### src/rtl/eqv_sweep_ctrl_pkg.sv
// Shared types and constants for the XOR-equivalence sweep controller.
// The state encoding is fixed so that external probes can decode it.
package eqv_pkg;
  typedef enum logic [1:0] {
    IDLE   = 2'd0,
    SETTLE = 2'd1,
    CHECK  = 2'd2,
    DONE   = 2'd3
  } state_t;

  localparam int VEC_W = 2;
  localparam logic [VEC_W-1:0] LAST_VEC = 2'b11;
endpackage

### src/rtl/eqv_sweep_ctrl_if.sv
// Sweep bus: operand drive, network responses and sweep status/result.
// master is the controller side; slave is the environment/network side.
interface eqv_sweep_ctrl_if #(
  parameter int CNT_W = 3
);
  logic             start;
  logic             a;
  logic             b;
  logic             x;
  logic             y;
  logic             busy;
  logic             done;
  logic             pass;
  logic [CNT_W-1:0] mism_cnt;
  logic [1:0]       fail_vec;

  modport master (
    input  start, a, b,
    output x, y, busy, done, pass, mism_cnt, fail_vec
  );

  modport slave (
    output start, a, b,
    input  x, y, busy, done, pass, mism_cnt, fail_vec
  );
endinterface

### src/rtl/eqv_settle_timer.sv
// Loadable down-counter; expired is high in the last of SETTLE_CYCLES enabled cycles.
// Latency: load -> expiry after SETTLE_CYCLES enabled cycles; no backpressure.
module eqv_settle_timer #(
  parameter int SETTLE_CYCLES = 2
) (
  input  logic clk,
  input  logic reset,
  input  logic load,
  input  logic en,
  output logic expired
);
  logic [3:0] cnt_q;

  always_ff @(posedge clk) begin
    if (reset) begin
      cnt_q <= 4'd0;
    end else if (load) begin
      cnt_q <= 4'(SETTLE_CYCLES - 1);
    end else if (en && cnt_q != 4'd0) begin
      cnt_q <= cnt_q - 4'd1;
    end
  end

  assign expired = en && (cnt_q == 4'd0);
endmodule

### src/rtl/eqv_sweep_ctrl.sv
// Exhaustive 2-input sweep comparing a gate network against a reference; done 4*(SETTLE_CYCLES+1)
// cycles after start accept. Optional EQV_STOP_ON_FAIL_EN ends the sweep on the first mismatch.
module eqv_sweep_ctrl
  import eqv_pkg::*;
#(
  parameter int SETTLE_CYCLES = 2,
  parameter int CNT_W         = 3
) (
  input  logic              clk,
  input  logic              reset,
  eqv_sweep_ctrl_if.master  bus
);
  state_t            state_q, state_d;
  logic [VEC_W-1:0]  vec_q;
  logic [CNT_W-1:0]  cnt_q, cnt_inc;
  logic [1:0]        fv_q;
  logic              pass_q;
  logic              accept, mism, last, settle_exp, tmr_load;
  logic              busy, done;

  assign accept   = (state_q == IDLE) && bus.start;
  assign mism     = (bus.a != bus.b);
  assign last     = (vec_q == LAST_VEC);
  assign cnt_inc  = (&cnt_q) ? cnt_q : cnt_q + 1'b1;
  assign tmr_load = accept || (state_q == CHECK && state_d == SETTLE);

  eqv_settle_timer #(.SETTLE_CYCLES(SETTLE_CYCLES)) u_timer (
    .clk     (clk),
    .reset   (reset),
    .load    (tmr_load),
    .en      (state_q == SETTLE),
    .expired (settle_exp)
  );

  always_ff @(posedge clk) begin
    if (reset) state_q <= IDLE;
    else       state_q <= state_d;
  end

  always_comb begin
    state_d = state_q;
    case (state_q)
      IDLE:   if (bus.start) state_d = SETTLE;
      SETTLE: if (settle_exp) state_d = CHECK;
`ifdef EQV_STOP_ON_FAIL_EN
      CHECK:  state_d = (mism || last) ? DONE : SETTLE;
`else
      CHECK:  state_d = last ? DONE : SETTLE;
`endif
      DONE:   state_d = IDLE;
      default: state_d = IDLE;
    endcase
  end

  always_comb begin
    busy = 1'b0;
    done = 1'b0;
    case (state_q)
      SETTLE, CHECK: busy = 1'b1;
      DONE:          done = 1'b1;
      default: ;
    endcase
  end

  // Results are cleared only by an accepted start, so they persist through IDLE.
  always_ff @(posedge clk) begin
    if (reset) begin
      vec_q  <= '0;
      cnt_q  <= '0;
      fv_q   <= 2'b00;
      pass_q <= 1'b0;
    end else if (accept) begin
      vec_q  <= '0;
      cnt_q  <= '0;
      fv_q   <= 2'b00;
      pass_q <= 1'b0;
    end else if (state_q == CHECK) begin
      if (mism) begin
        cnt_q <= cnt_inc;
        if (cnt_q == '0) fv_q <= vec_q;
      end
      if (state_d == SETTLE) vec_q <= vec_q + 1'b1;
      if (state_d == DONE)   pass_q <= !mism && (cnt_q == '0);
    end
  end

  assign bus.x        = vec_q[1];
  assign bus.y        = vec_q[0];
  assign bus.busy     = busy;
  assign bus.done     = done;
  assign bus.pass     = pass_q;
  assign bus.mism_cnt = cnt_q;
  assign bus.fail_vec = fv_q;
endmodule

### src/flat_wrapper.sv
// flat-port wrapper written by rule: the top's interface ports become plain ports
module eqv_sweep_ctrl_flat import eqv_pkg::*;
#(
  parameter int SETTLE_CYCLES = 2,
  parameter int CNT_W         = 3
)
  (clk, reset, bus_start, bus_a, bus_b, bus_x, bus_y, bus_busy, bus_done, bus_pass, bus_mism_cnt, bus_fail_vec);
  eqv_sweep_ctrl_if #(.CNT_W(CNT_W)) bus_i ();
  input  logic clk;
  input  logic reset;
  input wire logic [$bits(bus_i.start)-1:0] bus_start;
  input wire logic [$bits(bus_i.a)-1:0] bus_a;
  input wire logic [$bits(bus_i.b)-1:0] bus_b;
  output wire logic [$bits(bus_i.x)-1:0] bus_x;
  output wire logic [$bits(bus_i.y)-1:0] bus_y;
  output wire logic [$bits(bus_i.busy)-1:0] bus_busy;
  output wire logic [$bits(bus_i.done)-1:0] bus_done;
  output wire logic [$bits(bus_i.pass)-1:0] bus_pass;
  output wire logic [$bits(bus_i.mism_cnt)-1:0] bus_mism_cnt;
  output wire logic [$bits(bus_i.fail_vec)-1:0] bus_fail_vec;
  assign bus_i.start = bus_start;
  assign bus_i.a = bus_a;
  assign bus_i.b = bus_b;
  assign bus_x = bus_i.x;
  assign bus_y = bus_i.y;
  assign bus_busy = bus_i.busy;
  assign bus_done = bus_i.done;
  assign bus_pass = bus_i.pass;
  assign bus_mism_cnt = bus_i.mism_cnt;
  assign bus_fail_vec = bus_i.fail_vec;
  eqv_sweep_ctrl #(.SETTLE_CYCLES(SETTLE_CYCLES), .CNT_W(CNT_W)) u_core (.clk(clk), .reset(reset), .bus(bus_i));
endmodule
### config.mk
export PLATFORM = sky130hd
export DESIGN_NAME = eqv_sweep_ctrl_flat
export DESIGN_NICKNAME = d
export VERILOG_FILES = /design/src/rtl/eqv_sweep_ctrl_pkg.sv /design/src/rtl/eqv_sweep_ctrl_if.sv /design/src/rtl/eqv_settle_timer.sv /design/src/rtl/eqv_sweep_ctrl.sv /design/src/flat_wrapper.sv
export SDC_FILE = /design/constraint.sdc
export NUM_CORES = 1
export LEC_CHECK = 0
export ABC_AREA = 1
export ABC_CLOCK_PERIOD_IN_PS = 1300
export BUFFER_PORTS_ARGS = -buffer_cell sky130_fd_sc_hd__buf_2
export CAP_MARGIN = 15
export CORE_ASPECT_RATIO = 1.1
export CORE_MARGIN = 1
export CORE_UTILIZATION = 47
export DETAILED_ROUTE_END_ITERATION = 10
export GPL_TIMING_DRIVEN = 0
export PLACE_DENSITY_LB_ADDON = 0.3
export SYNTH_ARGS = -nofsm -noshare
export SYNTH_HDL_FRONTEND = slang
export SYNTH_SLANG_ARGS = --single-unit
### constraint.sdc
create_clock -name clk -period 1.3 [get_ports clk]
set_input_delay 0.13 -clock clk [delete_from_list [all_inputs] [get_ports clk]]
set_output_delay 0.13 -clock clk [all_outputs]
set_load 0.005 [all_outputs]
### After elaboration in Yosys (flattened, before gate mapping)

Cells that the tools add are included.

* add/subtract/negate cells: 3
* equal/unequal tests: 7
* muxes and demuxes: 8
* bitwise operators: 1
* reductions and logical operators: 20

Operators with widths (number)
* $reduce_and 3->1: 3
* $eq 2x2->1 const B: 4
* $pmux 2 s4: 1
* $mux 2: 3
* $reduce_or 2->1: 3
* $logic_and 1x1->1: 5
* $eq 2x1->1 const B: 2
* $logic_not 4->1: 1
* $mux 1: 4
* $reduce_and 2->1: 2
* $reduce_bool 4->1: 1
* $sub 4x1->4 const B: 1
* $add 3x1->3 const B: 1
* $logic_not 3->1: 1
* $add 2x1->2 const B: 1
* $logic_not 2->1: 1
* $reduce_bool 2->1: 1
* $logic_not 1->1: 1
* $logic_or 1x1->1: 1
* $ne 1x1->1: 1
* $not 1->1: 1

* bits in registers: 14
* input port bits: 5
* output and inout port bits: 10
* word-level logic and storage cells: 46

### Depth between registers and ports, before layout

Gate-level depths: netlist of the first run.

* word-level depth: 8
* mapped depth: 11
* gate-level depth less buffers: 11

### Cells and area by module

Synthesis of the first run repeated with hierarchy kept, for this count alone.

* cell total of the unflattened synthesis: 121
* area, all modules: 857.1 sq um

Modules (own cells, without submodules)
* eqv_sweep_ctrl: times used 1, cells each 84, area each 615.6 sq um, sequential area each 200.2 sq um
* eqv_settle_timer: times used 1, cells each 37, area each 241.5 sq um, sequential area each 80.1 sq um

### Least setup slack after synthesis of the first run

OpenSTA, ideal clock, no wires.

* path kind: reg2reg
* from: register u_core.state_q[0]
* to: register u_core.u_timer.cnt_q[3]
* library setup time: 0.116 ns
* arrival: 1.184 ns
* path slack: 0.000 ns
* stages on the path, launching flop included: 8
* path buffers: 0
* path through: dfxtp_1 inv_1 ha_1 inv_1 o31a_1 nand3_4 nand2_2 nor2_2

* longest elaborated chain between the ends: 8

RTL lines
* start: declaration: line eqv_sweep_ctrl.sv:13 `state_t state_q, state_d;`
* start signal: assignment: line eqv_sweep_ctrl.sv:37 `else state_q <= state_d;`
* $eq 2x1->1: line eqv_sweep_ctrl.sv:31, eqv_sweep_ctrl.sv:42
* $logic_and 1x1->1: line eqv_settle_timer.sv:24 `assign expired = en && (cnt_q == 4'd0);`
* $mux 2: line eqv_sweep_ctrl.sv:44 `SETTLE: if (settle_exp) state_d = CHECK;`
* $pmux 2 s4: line eqv_sweep_ctrl.sv:42 `case (state_q)`
* $eq 2x1->1: line eqv_sweep_ctrl.sv:25 `assign tmr_load = accept || (state_q == CHECK && state_d == SETTLE);`
* $logic_and 1x1->1: line eqv_sweep_ctrl.sv:25
* $logic_or 1x1->1: line eqv_sweep_ctrl.sv:25
* $reduce_or 2->1 (no line)
* end signal: assignment: line eqv_settle_timer.sv:18 `cnt_q <= 4'(SETTLE_CYCLES - 1);`
* end signal: assignment: line eqv_settle_timer.sv:20 `cnt_q <= cnt_q - 4'd1;`
* end: declaration: line eqv_settle_timer.sv:12 `logic [3:0] cnt_q;`

Parallel ways exist; a longest one is shown, timed or not.
A chain may end at the register's enable or synchronous reset.

### Worst setup path after layout of the first run

* from: register u_core.state_q[0]
* to: register u_core.vec_q[0]

* longest elaborated chain between the ends: 6

RTL lines
* $eq 2x1->1: line eqv_sweep_ctrl.sv:31, eqv_sweep_ctrl.sv:42
* $logic_and 1x1->1: line eqv_settle_timer.sv:24
* $mux 2: line eqv_sweep_ctrl.sv:44
* $pmux 2 s4: line eqv_sweep_ctrl.sv:42
* $eq 2x1->1: line eqv_sweep_ctrl.sv:82 `if (state_d == SETTLE) vec_q <= vec_q + 1'b1;`
* $reduce_and 2->1 (no line)
* end signal: assignment: line eqv_sweep_ctrl.sv:82
* end: declaration: line eqv_sweep_ctrl.sv:14 `logic [VEC_W-1:0] vec_q;`

Parallel ways exist; a longest one is shown, timed or not.

==> metrics, run 1 <==
clock-pin slew on the worst setup and hold paths 90 ps; dpl hpwl ~1.1 mm; Post-Syn Instances ~100; Initial Utilization 0.505; GRT Resource Usage Total 0.163; max layer used met4; proportion of layout cells with a drive suffix above 1 0.444; Hold Fails Final Rpt 0; Yosys reg bits 14; CTS root buffer clkbuf_4; Clk pwr share 0.206; largest net degree at the start of global routing 10; synth top area cells dfxtp_1 (35%), ha_1 (17%), nand2_1 (8.4%); router iterations before antenna repair 4; core area ~1600 um2; MaxCap Viol Count 0; Clock Tree Buf Depth 2; DR WL met3 between 50 and 60 um; Hold EP u_core.state_q[1]; crit path from u_core.state_q[0]; Worst slew margin 0.848; Sink Count 14; hold depth 2; worst skew pair latency about 280 ps; Synthesized Nets 117; drt initial violations 8; syn_area_per_cell roughly 8.0 um2; pins over their slew limit 0; Top FF cell, synth dfxtp_1; Max Fclk 739 MHz; Max VDD drop between 800 and 900 uV; via/cell ratio slightly below 5; worst min path class input port to register; routed wl met2 ~750 um; Mapped Area slightly above 800 um2; status complete, but fails checks; Combinational Power Share 0.443; switch share 0.380; Rows 15; # setup viols final 4; chip height approximately 45 um; M1 WL ~740 um; CTS tree done; Crit Reg-Reg Startpoint u_core.state_q[0]; Synth async-reset ratio 0; H-tree depth 1; Power per Cell Area between 1000 and 1500 nW/um2; fin nets 143; r2r endpoint u_core.vec_q[0]; first-pass GRT wire length around 2.3 mm; post-route setup TNS -174 ps; Seq/Total Area, Yosys 0.348; Hold Crit Start reset; crit-path max FO 6; crit path cell chain inv_4 -> ha_4 -> inv_4 -> o31a_1 -> nand3_4 -> nand2_1 -> nand2_1 -> nor2_1; Post-DRT Antenna Nets 0; Ports 15; gp weighted congestion approximately 0.80; Post-Route WL 1.57 mm; total global routing overflow 0; Worst-Margin Slew ~230 ps; Vias around 710; CTS buffer count 3; Tcrit/Tclk final 1.04; placed cell count 132; NetSw between 0.0005 and 0.0006 W; synth unique cells 21; failing checks negative setup slack; Critical-path top delay cell dfxtp_4; Seq pwr share 0.350; synthesis-to-finish area growth 32.5%; top-count cell post-synth nand2_1; Pwr Total ~0.0016 W; setup slack after layout -53.7 ps; Worst Skew between 1.5 and 2 ps; final std cells w/o fill about 140; number of global-route vias before repair approximately 560; Post-synth EDFFs 0; unrepaired setup endpoints after global routing yes; CP Capture Type register; Setup crit start kind register; Synth warnings 0; fin crit period approximately 1400 ps; Reg2Reg Depth 8; die area about 1900 um2; area fraction of the dominant cell type after synthesis 0.348; Pleak between 0.5 and 0.6 nW; initial antenna violation count 0; crit-path max cell delay between 300 and 400 ps; r2r setup slk -50 ps; port bufs 14; Int Pwr around 0.00097 W; Synth area leader dfxtp_1; crit path DAT between 1500 and 2000 ps; Critical Path RT 1490 ps; # fillers around 130; Commonest cells post-synth nand2_1 (18), dfxtp_1 (14), nor2_1 (14); ant diodes 0; WS Path Type register to register; Wirelength per Cell approximately 11 um; # DRC 0; Die Wd roughly 41 um
==> flip-flops by register name, indices dropped and copies added (netlist names) <==
signal                cells
u_core.u_timer.cnt_q      4
u_core.bus.mism_cnt       3
u_core.bus.fail_vec       2
u_core.state_q            2
u_core.vec_q              2
u_core.bus.pass           1
==> stage by stage <==
step	hold slack, ps	util	worst slack (ps)	instance area, um2
final	112	0.669	-53.7	1070
after detailed placement	424	0.562	-156	897
after global routing	123	0.669	-105	1070
after CTS	112	0.626	-0.391	998
after global placement	416	0.562	-137	897
after floorplan	199	-	2.44	806
==> placed cells by master (no fill, tap or decap), types with 2 or more instances in the layout <==
master,n
dfxtp_4,2
o21ai_0,4
nor2_2,2
inv_1,5
or2_2,2
ha_1,8
buf_4,7
nor2_1,12
buf_2,14
nand2_2,4
ha_4,3
dfxtp_2,3
clkbuf_4,3
inv_2,4
nand2_1,17
dfxtp_1,9
a21oi_2,2
a21oi_1,8
inv_4,3
==> cell families after synthesis <==
family | share of synthesized area
fa+ha+maj | 0.171
simple gates | 0.281
buf+inv | 0.0559
xor+xnor | 0.0217
compound gates | 0.123
flops | 0.348
==> power groups by stage <==
stage	Clock, W	Combinational (W)	Sequential, W
after floorplan	0	0.000390	0.000525
final	0.000323	0.000695	0.000549
after global placement	0	0.000474	0.000534
after CTS	0.000330	0.000571	0.000548
after global routing	0.000344	0.000770	0.000557
after detailed placement	0	0.000484	0.000534
==> routing by layer <==
metal	vias to the layer above	GRT usage
met1	316	0.197
li1	374	-
met3	4	0.0278
met2	14	0.275
met4	0	0.0968
met5	-	0
==> cell type report <==
| type | count | area (um2) | share of cell area |
|---|---|---|---|
| repair buffers | 21 | 123 | 0.115 |
| flip-flops and latches | 14 | 292 | 0.273 |
| multi-input cells | 75 | 543 | 0.509 |
| inverters | 12 | 52.6 | 0.0492 |
| well taps | 17 | 21.3 | 0.0199 |
| clock buffers | 4 | 36.3 | 0.0340 |
==> worst max-delay path, delay by kind of cell (launching register included) <==
family	cells	cell delay, ps
AO/OA/AOI/OAI	1	330
adder cells (fa/ha/maj)	1	150
buffers and inverters	2	130
AND/OR/NAND/NOR	4	280
flip-flops	1	380
==> worst max path at each step <==
stage	to
floorplan	u_core.u_timer.cnt_q[3]
global placement	u_core.u_timer.cnt_q[1]
detailed placement	u_core.u_timer.cnt_q[1]
CTS	u_core.vec_q[0]
global route	u_core.vec_q[0]
finish	u_core.vec_q[0]
==> what timing repair did <==
item,CTS,global route
gates resized for setup,18,9
hold buffers,0,0
endpoints found under the setup margin,13,13
buffers inserted,2,5
pin swaps,6,11
Note: power is estimated with default switching activity, not from simulation.
==> run 2, diff against run 1 <==
SETUP_SLACK_MARGIN = 0.02   (was unset)
==> run 2 against run 1 <==
The run still ends with negative setup slack left. Sequential cell count unchanged. Power increased by 17%. Worst hold slack improved by 40 ps. Sequential power about the same. Final cell count increased by 2.1%. Critical path depth increased by 3. Design area increased by 10%. Clock-buffer cell count unchanged. Worst setup slack got worse by 3.6 ps. Fmax decreased by 0.26%. Critical path type unchanged. Highest routed layer unchanged.
==> metrics, run 2 (synthesis results as in run 1) <==
via/cell ratio 5.23 (+5.6%); r2r setup slk -60 ps (about the same); ant diodes 0 (unchanged); Pleak 0.552 nW (+7.6%); Wirelength per Cell 12.9 um (+18%); Ports 15 (unchanged); crit-path max FO 6 (unchanged); Core Util, Final 0.736 (+0.0667); # DRC 0 (unchanged); worst path bufs/invs 1 (-1); Int Pwr 0.00111 W (+14%); Top Usage Layer GRT met2; met3 usage in global routing 0.0675 (+0.0397); pins over their slew limit 0 (unchanged); proportion of layout cells with a drive suffix above 1 0.543 (+0.0982); NetSw 0.000720 W (+21%); met2 Use GR 0.406 (+0.131); number of global-route vias before repair 753 (+34%); Seq pwr share 0.298 (-0.052); worst min path class input port to register; Power per Cell Area 1560 nW/um2 (+6.3%); gp weighted congestion 0.755 (-5.8%); core area 1600 um2 (unchanged); clock-pin slew on the worst setup and hold paths 90 ps (about the same); Worst slew margin 0.859 (+0.0109); Die Wd 41.5 um (unchanged); Worst Skew 8.83 ps (+6.88 ps); Max VDD drop 924 uV (+11%); # setup viols final 5 (+1); Pwr Total 0.00183 W (+17%); synthesis-to-finish area growth 45.7%; Critical Path RT 1530 ps (+40 ps); Sink Count 14 (unchanged); Largest delay share family, worst path simple AND/OR/NAND/NOR gates; largest net degree at the start of global routing 9 (-1); drt initial violations 6 (-2); unrepaired setup endpoints after global routing yes; Clk pwr share 0.173 (-0.033); placed cell count 132 (unchanged); CTS buffer count 3 (unchanged); most common cell after layout, fill and taps aside buf_2; crit-path max cell delay 360 ps (-20 ps); status complete, but fails checks; final std cells w/o fill 146 (+2.1%); worst skew pair latency 290 ps (about the same); design area 1170 um2 (+10%); Hold Fails Final Rpt 0 (unchanged); Setup crit start kind register; hold_buf cts 0 (unchanged); GRT Resource Usage Total 0.215 (+0.0524); H-tree depth 1 (unchanged); die area 1880 um2 (unchanged); Vias 763 (+7.8%); WHS 153 ps (+40.4 ps); placed cell area 898 um2 (+0.14%); CTS tree done; fin crit period 1360 ps (+3.56 ps); port bufs 14 (unchanged); total global routing overflow 0 (unchanged); crit path cell chain inv_2 -> ha_4 -> nand2_4 -> nand2_2 -> nand2_2 -> nand2_2 -> nand2_4 -> nand3_4 -> nand2_2 -> nand2_2 -> nor2_2; setup slack after layout -57.2 ps (-3.56 ps); CTS root buffer clkbuf_4; Critical-path top delay cell dfxtp_2; M1 GR Usage 0.230 (+0.0326); Tcrit/Tclk final 1.04 (+0.00274); Rows 15 (unchanged); dpl hpwl 1.16 mm (+7.4%); Initial Utilization 0.505 (unchanged); Top reg by flops u_core.u_timer.cnt_q; MaxCap Viol Count 0 (unchanged); failing checks negative setup slack; Clock Tree Buf Depth 2 (unchanged); initial antenna violation count 0 (unchanged); Max Fclk 737 MHz (-0.26%); CP Capture Type register; first-pass GRT wire length 3.06 mm (+33%); switch share 0.393 (+0.0127); router iterations before antenna repair 4 (unchanged); most frequent cells in the layout buf_2 (13), nor2_1 (10), nand2_1 (10), dfxtp_1 (10), nand2_2 (9); chip height 45.4 um (unchanged); crit-path most repeated cell nand2_2; fin nets 146 (+2.1%); WS Path Type register to register; Post-DRT Antenna Nets 0 (unchanged); Combinational Power Share 0.528 (+0.085); max reg flops 4 (unchanged); crit path DAT 1580 ps (+40 ps); Worst-Margin Slew 212 ps (-15.5 ps); Post-Route WL 1.89 mm (+20%)
## run 2: changes by cell type in the layout (fill, tap and decap cells not counted), moves of 2 or more
cell,change
buf_6,+5
nor2_2,+2
nand2_1,-7
nor2_1,-2
nand2_2,+5
ha_1,-2
o21ai_2,+2
o21ai_0,-2
buf_4,-2
ha_4,+2
nand2_4,+2
## run 2: path summary, 6_finish.rpt
check	startpoint	to	cells after the start
min reg2reg	u_core.bus.mism_cnt[2]	u_core.bus.mism_cnt[2]	2
max	u_core.u_timer.cnt_q[0]	u_core.vec_q[0]	11
min	reset	u_core.state_q[1]	2
max reg2reg	u_core.u_timer.cnt_q[0]	u_core.vec_q[0]	11
## run 2: power groups by stage
stage                     Combinational [W]  Clock [W]  Sequential (W)
after CTS                          0.000800   0.000321        0.000538
after global placement             0.000474          0        0.000536
after global routing                0.00105   0.000342        0.000549
after detailed placement           0.000492          0        0.000540
after floorplan                    0.000389          0        0.000529
final                              0.000967   0.000317        0.000546
## run 2: what timing repair did
action | 4_1_cts | 5_1_grt
pin swaps | 10 | 10
cloned | 1 | 0
buffers inserted | 6 | 3
gates resized for setup | 29 | 19
setup endpoints to repair | 13 | 14
## run 2: metal layers
metal,up-vias,share of wire
li1,380,-
met3,6,0.046
met1,357,0.42
met2,20,0.51
met5,-,0
met4,0,0.026
## run 2: layout make-up
type / instances / area, um2
fillers: 121 / 422
inverters: 12 / 55.1
multi-input cells: 76 / 612
well taps: 17 / 21.3
flip-flops and latches: 14 / 290
repair buffers: 23 / 159
clock buffers: 4 / 36.3
## run 2: metrics by stage
stage | setup TNS (ps) | setup WS (ps)
floorplan | 0 | 36.2
global placement | -288 | -64.1
detailed placement | -633 | -103
CTS | -123 | -37.3
global route | -890 | -135
finish | -196 | -57.2
==> run 3, diff against run 2 <==
ABC_AREA = 0   (was 1)
==> run 3 against run 2 <==
The flow still finishes with violations (negative setup slack). Register-to-register slack got worse by 550 ps. Die area is 1.8% lower. Worst setup slack got worse by 550 ps. Critical path depth shrank 5. Design area shrank 12%. Final cell count shrank 14%. Critical path type unchanged. Critical endpoint is now u_core.bus.pass. Largest cell class unchanged. Largest power group unchanged. Highest routed layer unchanged.
==> metrics, run 3 <==
status complete, but fails checks; failing checks negative setup slack; core area 1580 um2 (-1.2%); Setup crit start kind register; crit-path max FO 3 (-3); multi-input logic area 541 um2 (-12%); Sink Count 14 (unchanged); synth top area cells dfxtp_1 (35%), ha_1 (17%), mux2i_1 (5.1%); crit path cell chain inv_2 -> ha_4 -> or3b_4 -> a221o_1 -> or4_4 -> a21oi_1; Top FF cell, synth dfxtp_1; drt initial violations 22 (+16); hold_buf cts 0 (unchanged); syn_area_per_cell 9.19 um2 (+15%); synthesis-to-finish area growth 30.1%; Post-Syn Instances 86 (-15%); Mapped Area 791 um2 (-1.9%); Initial Utilization 0.502 (-0.00351); Clk pwr share 0.149 (-0.024); Post-Route WL 1.47 mm (-22%); setup slack after layout -609 ps (-552 ps); # fillers 135 (+12%); Max Fclk 524 MHz (-29%); WS Path Type register to register; worst path bufs/invs 1 (unchanged); unrepaired setup endpoints after global routing yes; Die Wd 41.1 um (-0.89%); first-pass GRT wire length 2.40 mm (-22%); Post-synth EDFFs 0 (unchanged); crit path DAT 2120 ps (+540 ps); Critical Path RT 1510 ps (-20 ps); GRT Resource Usage Total 0.190 (-0.0248); Commonest cells post-synth dfxtp_1 (14), ha_1 (11), nor2_1 (8); Yosys reg bits 14 (unchanged); Clock Tree Buf Depth 2 (unchanged); ant diodes 0 (unchanged); Synth warnings 0 (unchanged); FF+latch area 292 um2 (+0.43%); most common cell after layout, fill and taps aside buf_2; Max VDD drop 1420 uV (+53%); die area 1850 um2 (-1.8%); area fraction of the dominant cell type after synthesis 0.354 (+0.00660); Rows 15 (unchanged); synth unique cells 30 (+43%); switch share 0.370 (-0.0231); design area 1030 um2 (-12%); Largest delay share family, worst path simple AND/OR/NAND/NOR gates; initial antenna violation count 0 (unchanged); Seq pwr share 0.294 (-0.004); fin nets 125 (-14%); top-count cell post-synth dfxtp_1; Int Pwr 0.00129 W (+16%); Post-DRT Antenna Nets 0 (unchanged); dpl hpwl 1.11 mm (-3.8%); proportion of layout cells with a drive suffix above 1 0.444 (-0.0982); clock-pin slew on the worst setup and hold paths 90 ps (about the same); NetSw 0.000759 W (+5.5%); Critical-path top delay cell or4_4; # setup viols final 13 (+8); max reg flops 4 (unchanged); Hold Fails Final Rpt 0 (unchanged); Pleak 0.443 nW (-20%); pins over their slew limit 0 (unchanged); router iterations before antenna repair 4 (unchanged); CTS tree done; largest net degree at the start of global routing 11 (+2); Synth area leader dfxtp_1; CTS buffer count 3 (unchanged); number of global-route vias before repair 597 (-21%); # DRC 0 (unchanged); chip height 45.0 um (-0.89%); CP Capture Type register; Core Util, Final 0.652 (-0.0833); final std cells w/o fill 125 (-14%); Worst slew margin 0.746 (-0.113); Synth async-reset ratio 0 (unchanged); Worst-Margin Slew 380 ps (+168 ps); Seq/Total Area, Yosys 0.354 (+0.00660); placed cell area 927 um2 (+3.2%); Tcrit/Tclk final 1.47 (+0.425); H-tree depth 1 (unchanged); crit-path max cell delay 480 ps (+120 ps); via/cell ratio 5.45 (+4.2%); Top reg by flops u_core.u_timer.cnt_q; MaxCap Viol Count 0 (unchanged); most frequent cells in the layout buf_2 (14), dfxtp_1 (9), nor2_1 (7); gp weighted congestion 0.821 (+8.8%); total global routing overflow 0 (unchanged); Vias 681 (-11%); Ports 15 (unchanged); Combinational Power Share 0.557 (+0.029); fin crit period 1910 ps (+552 ps); worst skew pair latency 270 ps (-20 ps); port bufs 14 (unchanged); Synthesized Nets 102 (-13%); Power per Cell Area 1990 nW/um2 (+28%); placed cell count 117 (-11%); Wirelength per Cell 11.8 um (-8.9%); CTS root buffer clkbuf_4; Worst Skew 4.59 ps (-4.24 ps); worst min path class input port to register
run 3: per-stage QoR:
step	hold slack, ps	power, W	worst slack (ps)	TNS [ps]
floorplan	192	0.00131	-555	-2410
global placement	343	0.00148	-635	-3430
detailed placement	346	0.00151	-657	-3680
CTS	42.6	0.00198	-624	-4090
global route	56.4	0.00223	-694	-5190
finish	54.7	0.00205	-609	-3930
run 3: final timing paths:
kind	startpoint	endpoint	slack [ps]	cells past startpoint
max reg2reg	u_core.u_timer.cnt_q[1]	u_core.bus.pass	-610	6
max	u_core.u_timer.cnt_q[1]	u_core.bus.pass	-610	6
min	reset	u_core.state_q[1]	50	2
min reg2reg	u_core.bus.pass	u_core.bus.pass	480	2
run 3: power by group through the flow:
stage | clock [W] | sequential [W] | combinational (W)
after floorplan | 0 | 0.000598 | 0.000713
after detailed placement | 0 | 0.000615 | 0.000893
after global routing | 0.000340 | 0.000617 | 0.00127
final | 0.000306 | 0.000603 | 0.00114
after CTS | 0.000318 | 0.000611 | 0.00105
after global placement | 0 | 0.000611 | 0.000871
run 3: cell type report:
cell class                      instances  area share
Buffer                                  1     0.00487
Timing Repair Buffer                   19       0.108
Inverter                                6      0.0219
Sequential cell                        14       0.283
Tap cell                               17      0.0207
Clock buffer                            4      0.0353
Multi-Input combinational cell         64       0.526
run 3: timing repair:
action | CTS | global route
endpoints found under the setup margin | 15 | 15
pin swaps | 3 | 2
gates resized for setup | 6 | 4
buffers inserted | 3 | 2
hold endpoints to repair | 0 | 0
run 3: kinds of logic (layout without fill, tap and decap cells):
group | after synthesis | count (layout) | share of synthesized area
AO/OA/AOI/OAI | 15 | 15 | 0.122
XOR/XNOR | 3 | 3 | 0.0332
adder cells (fa/ha/maj) | 11 | 11 | 0.174
buffers and inverters | 8 | 30 | 0.0380
flip-flops | 14 | 14 | 0.354
multiplexers | 4 | 4 | 0.0506
AND/OR/NAND/NOR | 31 | 31 | 0.228
run 3: metal layers:
layer	vias to the layer above	track usage	part of all wire	routed length (um)
met3	2	0.0394	0.041	60
li1	346	-	-	-
met4	0	0.0839	0.0081	12
met2	18	0.313	0.50	737
met1	315	0.231	0.45	663
met5	-	0	0	0
